[config.mk]
export PLATFORM = sky130hd
export DESIGN_NAME = hctrl_scanner
export DESIGN_NICKNAME = d
export VERILOG_FILES = /design/src/rtl/hctrl_scanner.sv
export SDC_FILE = /design/constraint.sdc
export NUM_CORES = 1
export LEC_CHECK = 0
export ABC_AREA = 0
export ABC_CLOCK_PERIOD_IN_PS = 2100
export CAP_MARGIN = 20
export CORE_ASPECT_RATIO = 0.5
export CORE_MARGIN = 3
export CORE_UTILIZATION = 40
export DETAILED_ROUTE_END_ITERATION = 8
export GPL_ROUTABILITY_DRIVEN = 0
export SYNTH_ARGS = -nofsm -noshare
export SYNTH_HDL_FRONTEND = slang
export SYNTH_SLANG_ARGS = --single-unit
[constraint.sdc]
create_clock -name clk -period 2.1 [get_ports clk]
set_input_delay 0.21 -clock clk [delete_from_list [all_inputs] [get_ports clk]]
set_output_delay 0.21 -clock clk [all_outputs]
set_load 0.01 [all_outputs]
[src/rtl/hctrl_scanner.sv]
// hctrl_scanner: LOAD#/serial-clock sequencer for the hand-controller shift-register chain.
// Optional build macro HCTRL_DEBOUNCE_EN: publish only when two consecutive raw scans agree.
module hctrl_scanner #(
    parameter int unsigned CLKDIV        = 128,
    parameter int unsigned NBITS         = 16,
    parameter int unsigned SCAN_INTERVAL = 65536
) (
    input  logic       clk,
    input  logic       reset,
    input  logic       scan_req,
    output logic       hctrl_clk,
    output logic       hctrl_load_n,
    input  logic       hctrl_data,
    output logic [7:0] hctrl1_data,
    output logic [7:0] hctrl2_data,
    output logic       data_valid,
    output logic       busy,
    output logic       irq,
    input  logic       irq_ack
);

    localparam int unsigned SR_W  = 16;
    localparam int unsigned PH_W  = (CLKDIV > 1) ? $clog2(CLKDIV) : 1;
    localparam int unsigned BIT_W = (NBITS > 1) ? $clog2(NBITS) : 1;
    localparam int unsigned INT_W = (SCAN_INTERVAL > 1) ? $clog2(SCAN_INTERVAL) : 1;

    localparam logic [PH_W-1:0]  PH_LAST  = PH_W'(CLKDIV - 1);
    localparam logic [BIT_W-1:0] BIT_LAST = BIT_W'(NBITS - 1);
    localparam logic [INT_W-1:0] INT_LAST = INT_W'(SCAN_INTERVAL - 1);

    typedef enum logic [2:0] {
        S_IDLE     = 3'd0,
        S_LOAD     = 3'd1,
        S_SHIFT_LO = 3'd2,
        S_SHIFT_HI = 3'd3,
        S_DONE     = 3'd4
    } state_t;

    state_t             r_state;
    state_t             w_state_nxt;

    logic [PH_W-1:0]    r_ph;
    logic [BIT_W-1:0]   r_bit;
    logic [INT_W-1:0]   r_int;
    logic               r_pending;
    logic [SR_W-1:0]    r_data;

    logic               r_hctrl_clk;
    logic               r_hctrl_load_n;
    logic               r_busy;
    logic               r_data_valid;
    logic               r_irq;
    logic [7:0]         r_hctrl1_data;
    logic [7:0]         r_hctrl2_data;

    logic               w_ph_last;
    logic               w_bit_last;
    logic               w_int_last;
    logic               w_clk_nxt;
    logic               w_load_n_nxt;
    logic               w_busy_nxt;
    logic               w_publish;
    logic               w_irq_set;

    assign w_ph_last  = (r_ph == PH_LAST);
    assign w_bit_last = (r_bit == BIT_LAST);
    assign w_int_last = (r_int == INT_LAST);

`ifdef HCTRL_DEBOUNCE_EN
    logic [SR_W-1:0]    r_shadow;

    // Previous raw scan; a result is trusted only when it repeats.
    always_ff @(posedge clk) begin
        if (reset) begin
            r_shadow <= 16'hFFFF;
        end else if (r_state == S_DONE) begin
            r_shadow <= r_data;
        end
    end

    assign w_publish = (r_state == S_DONE) && (r_data == r_shadow);
`else
    assign w_publish = (r_state == S_DONE);
`endif

    assign w_irq_set = w_publish && (r_data != {r_hctrl2_data, r_hctrl1_data});

    // State register
    always_ff @(posedge clk) begin
        if (reset) begin
            r_state <= S_IDLE;
        end else begin
            r_state <= w_state_nxt;
        end
    end

    // Next-state logic
    always_comb begin
        w_state_nxt = r_state;
        case (r_state)
            S_IDLE: begin
                if (w_int_last || scan_req || r_pending) begin
                    w_state_nxt = S_LOAD;
                end
            end
            S_LOAD: begin
                if (w_ph_last) begin
                    w_state_nxt = S_SHIFT_LO;
                end
            end
            S_SHIFT_LO: begin
                if (w_ph_last) begin
                    w_state_nxt = w_bit_last ? S_DONE : S_SHIFT_HI;
                end
            end
            S_SHIFT_HI: begin
                if (w_ph_last) begin
                    w_state_nxt = S_SHIFT_LO;
                end
            end
            S_DONE: begin
                w_state_nxt = S_IDLE;
            end
            default: begin
                w_state_nxt = S_IDLE;
            end
        endcase
    end

    // Pin/status values for the coming state, registered below so they line up with it
    always_comb begin
        w_clk_nxt    = 1'b0;
        w_load_n_nxt = 1'b1;
        w_busy_nxt   = 1'b1;
        case (w_state_nxt)
            S_IDLE:     w_busy_nxt   = 1'b0;
            S_LOAD:     w_load_n_nxt = 1'b0;
            S_SHIFT_HI: w_clk_nxt    = 1'b1;
            default:    w_busy_nxt   = 1'b1;
        endcase
    end

    always_ff @(posedge clk) begin
        if (reset) begin
            r_hctrl_clk    <= 1'b0;
            r_hctrl_load_n <= 1'b1;
            r_busy         <= 1'b0;
            r_ph           <= '0;
            r_bit          <= '0;
            r_int          <= '0;
            r_pending      <= 1'b0;
            r_data         <= 16'hFFFF;
            r_data_valid   <= 1'b0;
            r_irq          <= 1'b0;
            r_hctrl1_data  <= 8'hFF;
            r_hctrl2_data  <= 8'hFF;
        end else begin
            r_hctrl_clk    <= w_clk_nxt;
            r_hctrl_load_n <= w_load_n_nxt;
            r_busy         <= w_busy_nxt;
            r_data_valid   <= w_publish;

            // Phase restarts on every state change; idle keeps it parked at zero
            if ((w_state_nxt == r_state) && (r_state != S_IDLE)) begin
                r_ph <= r_ph + PH_W'(1);
            end else begin
                r_ph <= '0;
            end

            if ((r_state == S_LOAD) || (r_state == S_DONE)) begin
                r_bit <= '0;
            end else if ((r_state == S_SHIFT_HI) && w_ph_last) begin
                r_bit <= r_bit + BIT_W'(1);
            end

            if ((r_state == S_IDLE) && (w_state_nxt == S_IDLE)) begin
                r_int <= r_int + INT_W'(1);
            end else begin
                r_int <= '0;
            end

            // One-deep request memory; extra requests during a scan merge
            if ((r_state != S_IDLE) && scan_req) begin
                r_pending <= 1'b1;
            end else if ((r_state == S_IDLE) && (w_state_nxt == S_LOAD)) begin
                r_pending <= 1'b0;
            end

            if ((r_state == S_SHIFT_LO) && w_ph_last) begin
                r_data <= {r_data[SR_W-2:0], hctrl_data};
            end

            if (w_publish) begin
                r_hctrl2_data <= r_data[15:8];
                r_hctrl1_data <= r_data[7:0];
            end

            if (w_irq_set) begin
                r_irq <= 1'b1;
            end else if (irq_ack) begin
                r_irq <= 1'b0;
            end
        end
    end

    assign hctrl_clk    = r_hctrl_clk;
    assign hctrl_load_n = r_hctrl_load_n;
    assign busy         = r_busy;
    assign data_valid   = r_data_valid;
    assign irq          = r_irq;
    assign hctrl1_data  = r_hctrl1_data;
    assign hctrl2_data  = r_hctrl2_data;

endmodule

==> qor.txt <==
Status: completed
Die Width: 125 um
Clk Tree Root Cell: clkbuf_16
Max IR drop VDD: 0.531 mV
Area of the core: 0.00678 mm2
Final instance area: 0.00346 mm2
Combinational share of power: 3.7%
Top-count cell post-synth: dfxtp_1
Max-slew headroom: 64.1%
Int Power: 2170 uW
Die area: 0.00821 mm2
Post-DP Area: 0.00319 mm2
Final Hold Fails: 0
Setup_tns: 0 ns
Final Setup Violations: 0
Final Skew: 0.00463 ns
Final worst path period need: 1.73 ns
DRT Pass-1 Iters: 4
Seq cells post-synth: 68
Final nets: 318
Inserted Clock Buffers: 9
CP Capture Type: flip-flop
Yosys warnings: 0
RSZ-0062 raised after global routing: no
F_max: 0.577 GHz
# clock sinks: 68
Clock share of power: 49.1%
Die height: 65.6 um
Final Cycle Share: 82.5%
Pins Over Slew Limit: 0
CTS H-tree lvls: 3
Antenna Nets Post-Route: 0
Starting Density: 41.9%
Hold Crit Class: flip-flop to flip-flop
CTS clock-pin slew for the worst setup and hold paths: 0.06 ns
Lkg Pwr: 0.00117 uW
Syn Std Cell Area: 0.00284 mm2
Sw Ratio: 22.1%
Least-Margin Pin Slew: 0.539 ns
Detail Placement HPWL: 3.85 mm
Crit path required time: 2.32 ns
Detailed Route WL: 5.65 mm
Ant diodes: 0
GRT Resource Usage Total: 14.9%
Wire per inst: 13.9 um
Leading area contributor after synthesis: dfxtp_1
Residual DRC: 0
FP Rows: 21
DRT iter0 DRCs: 91
Flop pwr share: 47.2%
FILL cells: 631
Number of global-route vias before repair: 2031
Largest net degree at the start of global routing: 34
Sequential element share of the synthesized area: 47.9%
Mapped Nets: 288
CP Data Arrival Time: 1.96 ns
Ys async rst share: 0%
Area contributors post-synth: dfxtp_1 (48%), xnor2_1 (11%), a211o_1 (5.2%), o22a_1 (4.9%), nor3_1 (3.9%)
Global route overflow: 0
Number of enable flip-flop cells after synthesis: 0
Synth Flop Type: dfxtp_1
Initial antenna violation count: 0
Post-synth top cells: dfxtp_1 (68), xnor2_1 (35), nor3_1 (22), nor2_1 (19)
Crit path kind: flip-flop to flip-flop
Clk_lat worst skew: 0.33 ns
Share of cells above drive strength 1: 9.52%
Area delta synth->final: 21.9%
CP Launch Type: flip-flop
Post-CTS Setup Inserts: 0
Top-area cell type share of the netlist area: 47.9%
Vias: 2119
Port Buf Inserts: 25
R2r setup slk: 0.37 ns
Num ports: 26
Global-route wire length before repair: 9.65 mm
Psw: 615 uW
CTS tree: done
Vias/cell: 5.21
Maximum fanout along the worst path: 9
Avg Synthesized Cell Area: 10.1 um2
Yosys cell types: 41
# resized after CTS: 0
Max Cap Viol: 0
Power Density: 803 mW/mm2
Cells after synthesis: 280
Bufs on Longest Clock Path: 2
Hold Buf Count CTS: 0
power by group through the flow:
stage / Combinational (uW) / Clock (uW) / Sequential (uW)
after floorplan: 71.6 / 0 / 1340
after global placement: 100 / 0 / 1340
after detailed placement: 103 / 0 / 1340
after CTS: 103 / 1400 / 1310
after global routing: 116 / 1440 / 1310
final: 102 / 1370 / 1310
critical path, cell delays in order, from the launching register on:
cell,delay (ns)
dfxtp_1,0.34
ha_1,0.26
nand3_4,0.16
or3_1,0.40
a21o_1,0.19
a211o_1,0.28
metrics by stage:
stage	setup WS (ns)	std cells	total power (uW)	util [%]	hold WS (ns)
6_report	0.368	407	2780	51.1	0.438
3_5_place_dp	0.384	391	1440	47.1	0.433
2_1_floorplan	0.465	280	1410	-	0.328
3_3_place_gp	0.421	391	1440	47.1	0.421
4_1_cts	0.357	407	2810	51.1	0.440
5_1_grt	0.270	407	2870	51.1	0.460
logic make-up (layout without fill, tap and decap cells):
logic type | after synthesis | count (layout) | share of synthesized area, %
and+or+nand+nor | 99 | 99 | 20.4
DFF | 68 | 68 | 47.9
AOI/OAI and AO/OA | 48 | 48 | 14.0
xor gates and xnor gates | 39 | 39 | 12.0
buffers and inverters | 22 | 57 | 3.96
adders and majority gates | 3 | 3 | 1.32
muxes | 1 | 1 | 0.352
area by class of cell:
type / instances / area [um2] / share of cell area [%]
multi-input combinational: 190 / 1370 / 39.5
sequential: 68 / 1360 / 39.3
timing repair buffer: 32 / 315 / 9.11
clock buffer: 11 / 243 / 7.01
tap: 92 / 115 / 3.32
inverter: 9 / 33.8 / 0.976
clock inverter: 5 / 27.5 / 0.795
sequential cells by signal, summed over array words and instances (netlist names):
signal and flops:
hctrl1_data 8, hctrl_load_n 1, hctrl_clk 1, r_int 16, r_bit 4, r_data 16
irq 1, r_pending 1, data_valid 1, r_ph 7, busy 1, r_state 3
hctrl2_data 8
final timing paths:
| check | from | end | depth (start not counted) |
|---|---|---|---|
| worst min register to register | r_ph[0]$_SDFF_PP0_ | r_ph[0]$_SDFF_PP0_ | 1 |
| worst max-delay path | r_ph[0]$_SDFF_PP0_ | hctrl_load_n$_SDFF_PP1_ | 5 |
| worst min-delay path | r_ph[0]$_SDFF_PP0_ | r_ph[0]$_SDFF_PP0_ | 1 |
| worst max register to register | r_ph[0]$_SDFF_PP0_ | hctrl_load_n$_SDFF_PP1_ | 5 |
cell usage in the layout, fill, tap and decap left out, types with 2 or more instances in the layout:
cell type        Yosys  layout
o21ai_0              2       2
dfxtp_1             68      68
nor2b_1             17      17
or3_1                2       2
nor4_1               7       7
a21oi_1              3       3
xnor2_1             35      35
ha_1                 3       3
clkdlybuf4s50_1      0      25
inv_1                9       9
nor2_1              19      19
nand3_1             10      10
a21o_1               3       3
o22a_1              16      16
clkinv_2             0       4
nand2b_1             2       2
buf_4                1       6
nor3_1              22      22
a211o_1             17      17
nand2_1              4       4
clkbuf_16            0       9
nand4_1              6       6
and3_1               2       2
xor2_1               4       4
per-layer routing:
metal / wire length, um / vias up / share of wire [%] / GRT usage, %
li1: - / 1055 / - / -
met1: 2780 / 1027 / 49 / 17.8
met2: 2550 / 28 / 45 / 24.1
met3: 238 / 9 / 4.2 / 6.82
met4: 84 / 0 / 1.5 / 5.27
met5: 0 / - / 0 / 0
Note: power is estimated with default switching activity, not from simulation.
